## config.mk

```make
export PLATFORM = sky130hd
export DESIGN_NAME = stim_sequencer_flat
export DESIGN_NICKNAME = d
export VERILOG_FILES = /design/src/rtl/stim_sequencer_if.sv /design/src/rtl/stim_sequencer.sv /design/src/flat_wrapper.sv
export SDC_FILE = /design/constraint.sdc
export NUM_CORES = 1
export LEC_CHECK = 0
export CORE_MARGIN = 4
export CORE_UTILIZATION = 55
export CTS_BUF_LIST = sky130_fd_sc_hd__clkbuf_8
export DETAILED_ROUTE_END_ITERATION = 6
export PLACE_DENSITY = 0.76
export SLEW_MARGIN = 20
export SYNTH_ARGS = -nofsm -noshare
export SYNTH_HDL_FRONTEND = slang
export SYNTH_SLANG_ARGS = --single-unit
```

## constraint.sdc

```tcl
create_clock -name clk -period 5.2 [get_ports clk]
set_input_delay 1.04 -clock clk [delete_from_list [all_inputs] [get_ports clk]]
set_output_delay 1.04 -clock clk [all_outputs]
set_load 0.01 [all_outputs]
```

## src/rtl/stim_sequencer_if.sv

```systemverilog
// Host-side bus of the stimulus sequencer: table load port, playback
// control and the replayed output/status signals.
interface stim_sequencer_if #(
  parameter int unsigned WIDTH    = 8,
  parameter int unsigned DEPTH    = 16,
  parameter int unsigned TS_WIDTH = 32,
  parameter int unsigned PS_WIDTH = 16,
  parameter int unsigned AW       = $clog2(DEPTH)
);
  logic                wr_en;
  logic [AW-1:0]       wr_addr;
  logic [TS_WIDTH-1:0] wr_time;
  logic [WIDTH-1:0]    wr_value;
  logic [AW:0]         num_events;
  logic [PS_WIDTH-1:0] prescale;
  logic                loop;
  logic                start;
  logic                abort;
  logic [WIDTH-1:0]    out;
  logic                busy;
  logic                done;
  logic                event_strobe;
  logic [AW-1:0]       event_idx;

  modport master (
    output wr_en, wr_addr, wr_time, wr_value,
    output num_events, prescale, loop, start, abort,
    input  out, busy, done, event_strobe, event_idx
  );

  modport slave (
    input  wr_en, wr_addr, wr_time, wr_value,
    input  num_events, prescale, loop, start, abort,
    output out, busy, done, event_strobe, event_idx
  );
endinterface

```

## src/rtl/stim_sequencer.sv

```systemverilog
// Replays a host-loaded (timestamp, value) table onto a parallel output bus,
// timestamps counted in prescaled ticks from start; one-shot or looped.
module stim_sequencer #(
  parameter int unsigned WIDTH    = 8,
  parameter int unsigned DEPTH    = 16,
  parameter int unsigned TS_WIDTH = 32,
  parameter int unsigned PS_WIDTH = 16,
  parameter int unsigned AW       = $clog2(DEPTH)
) (
  input  logic             clk,
  input  logic             rst_n,
  stim_sequencer_if.slave  bus
);

  typedef enum logic [1:0] {S_IDLE, S_RUN, S_DONE} state_t;

  localparam logic [AW:0] L_DEPTH = (AW+1)'(DEPTH);

  state_t              r_state;
  state_t              w_state_nxt;

  logic [TS_WIDTH-1:0] r_tab_time [DEPTH];
  logic [WIDTH-1:0]    r_tab_val  [DEPTH];

  logic [AW:0]         r_num;
  logic [PS_WIDTH-1:0] r_prescale;
  logic                r_loop;
  logic [PS_WIDTH-1:0] r_ps_cnt;
  logic [TS_WIDTH-1:0] r_time_cnt;
  logic [AW-1:0]       r_idx;

  logic [WIDTH-1:0]    r_out;
  logic                r_strobe;
  logic [AW-1:0]       r_event_idx;

  logic [AW:0]         w_num_clamp;
  logic                w_tick;
  logic                w_fire;
  logic                w_last;
  logic                w_busy;
  logic                w_done;

  assign w_num_clamp = (bus.num_events > L_DEPTH) ? L_DEPTH : bus.num_events;
  assign w_tick      = (r_ps_cnt == r_prescale);
  assign w_fire      = (r_state == S_RUN) && (r_time_cnt >= r_tab_time[r_idx]);
  assign w_last      = ({1'b0, r_idx} == (r_num - (AW+1)'(1)));

  // Table has no reset; the write port is closed only while playing.
  always_ff @(posedge clk) begin
    if (bus.wr_en && !w_busy) begin
      r_tab_time[bus.wr_addr] <= bus.wr_time;
      r_tab_val[bus.wr_addr]  <= bus.wr_value;
    end
  end

  always_ff @(posedge clk or negedge rst_n) begin
    if (!rst_n) begin
      r_state <= S_IDLE;
    end else begin
      r_state <= w_state_nxt;
    end
  end

  always_comb begin
    w_state_nxt = r_state;
    if (bus.abort) begin
      w_state_nxt = S_IDLE;
    end else begin
      case (r_state)
        S_IDLE, S_DONE: begin
          if (bus.start) begin
            w_state_nxt = (w_num_clamp == '0) ? S_DONE : S_RUN;
          end
        end
        S_RUN: begin
          if (w_fire && w_last && !r_loop) begin
            w_state_nxt = S_DONE;
          end
        end
        default: w_state_nxt = S_IDLE;
      endcase
    end
  end

  always_comb begin
    w_busy = 1'b0;
    w_done = 1'b0;
    case (r_state)
      S_RUN:   w_busy = 1'b1;
      S_DONE:  w_done = 1'b1;
      default: ;
    endcase
  end

  always_ff @(posedge clk or negedge rst_n) begin
    if (!rst_n) begin
      r_num       <= '0;
      r_prescale  <= '0;
      r_loop      <= 1'b0;
      r_ps_cnt    <= '0;
      r_time_cnt  <= '0;
      r_idx       <= '0;
      r_out       <= '0;
      r_strobe    <= 1'b0;
      r_event_idx <= '0;
    end else begin
      r_strobe <= 1'b0;
      if (!bus.abort) begin
        if (r_state != S_RUN) begin
          if (bus.start) begin
            r_num      <= w_num_clamp;
            r_prescale <= bus.prescale;
            r_loop     <= bus.loop;
            r_ps_cnt   <= '0;
            r_time_cnt <= '0;
            r_idx      <= '0;
          end
        end else begin
          if (w_tick) begin
            r_ps_cnt <= '0;
            if (!(&r_time_cnt)) begin
              r_time_cnt <= r_time_cnt + TS_WIDTH'(1);
            end
          end else begin
            r_ps_cnt <= r_ps_cnt + PS_WIDTH'(1);
          end
          // Loop wrap is written last so it overrides a coincident tick.
          if (w_fire) begin
            r_out       <= r_tab_val[r_idx];
            r_strobe    <= 1'b1;
            r_event_idx <= r_idx;
            if (w_last) begin
              if (r_loop) begin
                r_idx      <= '0;
                r_time_cnt <= '0;
                r_ps_cnt   <= '0;
              end
            end else begin
              r_idx <= r_idx + AW'(1);
            end
          end
        end
      end
    end
  end

  assign bus.out          = r_out;
  assign bus.busy         = w_busy;
  assign bus.done         = w_done;
  assign bus.event_strobe = r_strobe;
  assign bus.event_idx    = r_event_idx;

endmodule

```

## src/flat_wrapper.sv

```systemverilog
// flat-port wrapper written by rule: the top's interface ports become plain ports
module stim_sequencer_flat 
#(
  parameter int unsigned WIDTH    = 8,
  parameter int unsigned DEPTH    = 16,
  parameter int unsigned TS_WIDTH = 32,
  parameter int unsigned PS_WIDTH = 16,
  parameter int unsigned AW       = $clog2(DEPTH)
)
  (clk, rst_n, bus_wr_en, bus_wr_addr, bus_wr_time, bus_wr_value, bus_num_events, bus_prescale, bus_loop, bus_start, bus_abort, bus_out, bus_busy, bus_done, bus_event_strobe, bus_event_idx);
  stim_sequencer_if #(.WIDTH(WIDTH), .DEPTH(DEPTH), .TS_WIDTH(TS_WIDTH), .PS_WIDTH(PS_WIDTH), .AW(AW)) bus_i ();
  input  logic clk;
  input  logic rst_n;
  input wire logic [$bits(bus_i.wr_en)-1:0] bus_wr_en;
  input wire logic [$bits(bus_i.wr_addr)-1:0] bus_wr_addr;
  input wire logic [$bits(bus_i.wr_time)-1:0] bus_wr_time;
  input wire logic [$bits(bus_i.wr_value)-1:0] bus_wr_value;
  input wire logic [$bits(bus_i.num_events)-1:0] bus_num_events;
  input wire logic [$bits(bus_i.prescale)-1:0] bus_prescale;
  input wire logic [$bits(bus_i.loop)-1:0] bus_loop;
  input wire logic [$bits(bus_i.start)-1:0] bus_start;
  input wire logic [$bits(bus_i.abort)-1:0] bus_abort;
  output wire logic [$bits(bus_i.out)-1:0] bus_out;
  output wire logic [$bits(bus_i.busy)-1:0] bus_busy;
  output wire logic [$bits(bus_i.done)-1:0] bus_done;
  output wire logic [$bits(bus_i.event_strobe)-1:0] bus_event_strobe;
  output wire logic [$bits(bus_i.event_idx)-1:0] bus_event_idx;
  assign bus_i.wr_en = bus_wr_en;
  assign bus_i.wr_addr = bus_wr_addr;
  assign bus_i.wr_time = bus_wr_time;
  assign bus_i.wr_value = bus_wr_value;
  assign bus_i.num_events = bus_num_events;
  assign bus_i.prescale = bus_prescale;
  assign bus_i.loop = bus_loop;
  assign bus_i.start = bus_start;
  assign bus_i.abort = bus_abort;
  assign bus_out = bus_i.out;
  assign bus_busy = bus_i.busy;
  assign bus_done = bus_i.done;
  assign bus_event_strobe = bus_i.event_strobe;
  assign bus_event_idx = bus_i.event_idx;
  stim_sequencer #(.WIDTH(WIDTH), .DEPTH(DEPTH), .TS_WIDTH(TS_WIDTH), .PS_WIDTH(PS_WIDTH), .AW(AW)) u_core (.clk(clk), .rst_n(rst_n), .bus(bus_i));
endmodule
```

==> results.md, run 1 <==
* Initial antenna violation count at 3
* Post-route ant nets at 0
* CTS max path bufs at 3
* Most used cell, CP: buf_4
* Clk Latency, worst-skew pair at 730 ps
* CTS tree: done
* Vias per inst at 6.26
* Post-synth top area cell: edfxtp_1
* Starting density of the core at roughly 55%
* Die width at 241 um
* Synth top cells by count: 640 x edfxtp_1, 146 x nand2_1, 112 x mux2i_1, 102 x mux4_2, 89 x dfrtp_1
* Post-synth top flop: edfxtp_1
* PortBufs at between 80 and 90
* Comb pwr share at under 10%
* Core area at 53700 um2
* Internal power at 9.12 mW
* Hold Path Class: in2async
* Unrepaired setup endpoints after global routing: false
* #FFs+latches synth at 729
* WL final at 69.4 mm
* Post-cts sizing count at 0
* Mapped Area at approximately 30000 um2
* First-pass GRT wire length at between 100 and 150 mm
* Max incr delay on CP at 450 ps
* Final Hold Fails at 0
* Die Y at 241 um
* Post-synthesis cell type count at 61
* Rel. slew slack at 28.3%
* GP Congestion at approximately 0.91
* Reg-to-reg slack, setup at between 300 and 400 ps
* Setup crit start kind: register
* Average wire per cell in the routed design at 25.6 um
* Fin crit period at 4870 ps
* # DRC at 0
* Power share of the clock group at between 40% and 50%
* Max Cap Viol at 0
* Slew @ Worst Pin at roughly 1100 ps
* Clock transition at path regs at 70 ps
* Max Clk Rate at 205 MHz
* Synthesis Warnings at 0
* Grt ovf at 0
* Number of global-route vias before repair at 17200
* Synth Net Count at 1836
* DP HPWL at 40.3 mm
* Area Growth Syn to Fin at 14.9%
* Top-area cell type share of the netlist area at 64.5%
* Share of layout cells above drive strength 1 at 20.0%
* Postcts setup bufs at 0
* Crit path from: u_core.r_idx[0]
* CTS Buf Count at 112
* Die ar. at 58000 um2
* CTS Hold Bufs at 0
* Worst setup path class: reg2reg
* Post-synth EDFFs at 640
* I/O pins at 86
* Ys async rst share at 12.2%
* Slew Limit Fails at 0
* Seq/Total Area, Yosys at between 70% and 80%
* Status: finished, final reports clean
* RR Startpoint: u_core.r_idx[0]
* Largest net degree at the start of global routing at 66
* Final Total Pwr at 11.7 mW
* Clock Skew at 64.1 ps
* Psw at ~2.6 mW
* Post-Route Setup TNS at 0 ps
* Area contributors post-synth: edfxtp_1 64%, mux4_2 7.7%, dfrtp_1 7.5%
* H-tree depth at 3
* Cells after Synth at 1729
* Clock root cell: clkbuf_8
* Final setup violation count at 0
* Tcrit/Tclk final at approximately 94%
* Worst hold margin at 352 ps
* Sequential share of power at 55.8%
* Nets at 2023
* Mean post-synth cell area at 17.2 um2
* Peak supply drop at 0.000201 V
* First drt pass iteration count at 5
* 1st-iter DRT viols at 1888
* Crit Path Max Fanout at 36
* Row count at 85
* Crit end category: register
* Crit path arrival time at 5490 ps
* Count leader, synth: edfxtp_1
* Standby leakage power at approximately 11 nW
* Vias at 17000
* Total GRT Usage at roughly 24%
* Required @ worst endpoint at 5830 ps
* End-of-flow core utilization at 63.8%
* Cells along the critical path: buf_12 > buf_4 > buf_4 > mux2_2 > o21ai_0 > a21oi_1 > o21a_1 > a221oi_1 > buf_4 > ha_1 > and4_1 > o211ai_1 > o32a_1 > a211o_1 > o211ai_2 > buf_4 > or3_1 > nand3_1
* Sw Share at 22.1%
* Clk sink count at 729
* Pwr Density at about 340 nW/um2
* Slowest-stage cell, CP: dfrtp_4
## per-layer routing
metal / wire length [um] / track usage, % / vias to the layer above
met5: 13 / 0 / -
met4: 2170 / 9.01 / 2
met3: 5290 / 5.47 / 145
li1: - / - / 7416
met1: 28200 / 33.2 / 8708
met2: 33800 / 39.1 / 713
## state kept, by name, indices dropped and copies added, names as in the netlist
register and cells:
u_core.bus.event_strobe 1, u_core.r_state 2, u_core.r_prescale 16, u_core.r_ps_cnt 16
u_core.bus.event_idx 4, u_core.r_tab_val 128, u_core.r_time_cnt 32, u_core.r_num 5
u_core.bus.out 8, u_core.r_idx 4, u_core.r_loop 1, u_core.r_tab_time 512
## area by class of cell
class                   count  area (um2)
multi-input cells         904        8050
diodes                      3        7.51
clock buffers             117        1610
flip-flops and latches    729       21500
fillers                  3628       19500
clock inverters            97         643
repair buffers            160        1570
well taps                 696         871
inverters                   9        33.8
## cells in the final DEF (no fill, tap or decap), drive strengths merged, types with 4 or more instances in the layout
| master | count |
|---|---|
| edfxtp | 640 |
| nand2 | 146 |
| clkbuf | 117 |
| mux2i | 112 |
| mux4 | 102 |
| dfrtp | 89 |
| clkdlybuf4s50 | 84 |
| buf | 76 |
| a21oi | 65 |
| a221oi | 64 |
| clkinv | 55 |
| o21ai | 52 |
| nand3 | 46 |
| inv | 40 |
| mux2 | 37 |
| ha | 36 |
| o21a | 33 |
| nor2 | 28 |
| nand4 | 21 |
| xnor2 | 19 |
| o311ai | 18 |
| and3 | 15 |
| nand2b | 11 |
| nor3 | 10 |
| and4 | 9 |
| or3 | 8 |
| or4 | 8 |
| bufinv | 7 |
| o211ai | 7 |
| xor2 | 6 |
| nor3b | 5 |
| a21o | 5 |
| nor4 | 5 |
| a31oi | 4 |
| clkinvlp | 4 |
## cells by family (layout without fill, tap and decap cells)
group	count (synthesis)	after routing	share of synthesized area [%]
flops	729	729	72.0
simple gates	322	322	5.23
compound gates	270	270	6.28
mux	251	251	12.9
buf+inv	96	383	1.40
fa+ha+maj	36	36	1.51
xor+xnor	25	25	0.735
other cells	0	3	0
## power by group through the flow
| stage | sequential [mW] | combinational (mW) | clock (mW) |
|---|---|---|---|
| floorplan | 6.64 | 0.231 | 0 |
| finish | 6.53 | 0.482 | 4.69 |
| global route | 6.54 | 0.525 | 5.09 |
| CTS | 6.53 | 0.481 | 4.78 |
| global placement | 6.65 | 0.461 | 0 |
| detailed placement | 6.65 | 0.480 | 0 |
## stage by stage
stage	cell area, um2	worst slack [ps]	instances
after floorplan	29800	304	1729
after global placement	32000	432	2498
after detailed placement	32000	349	2498
after CTS	34200	335	2712
after global routing	34200	78.9	2713
final	34200	333	2715
## critical path: cells and delay by family, from the launching register on
| kind | cells | cell delay (ps) |
|---|---|---|
| buf+inv | 5 | 1360 |
| compound gates | 8 | 1710 |
| mux | 1 | 350 |
| flops | 1 | 450 |
| simple gates | 3 | 650 |
| fa+ha+maj | 1 | 220 |
## path summary, 6_finish.rpt
check,end,cells past startpoint
setup / recovery,u_core.r_time_cnt[15],18
hold / removal,u_core.r_ps_cnt[0],1
min in group clk,u_core.r_prescale[13],2
max in group asynchronous,u_core.r_idx[1],2
setup reg to reg,u_core.r_time_cnt[15],18
hold reg to reg,u_core.r_prescale[13],2
No activity file was read; power rests on OpenSTA's default activity.
==> run 2: changes to the inputs <==
Settings changed: TNS_END_PERCENT set to 100.
==> results of run 2 <==
No change in the layout: final DEF, timing and power equal those of run 1.
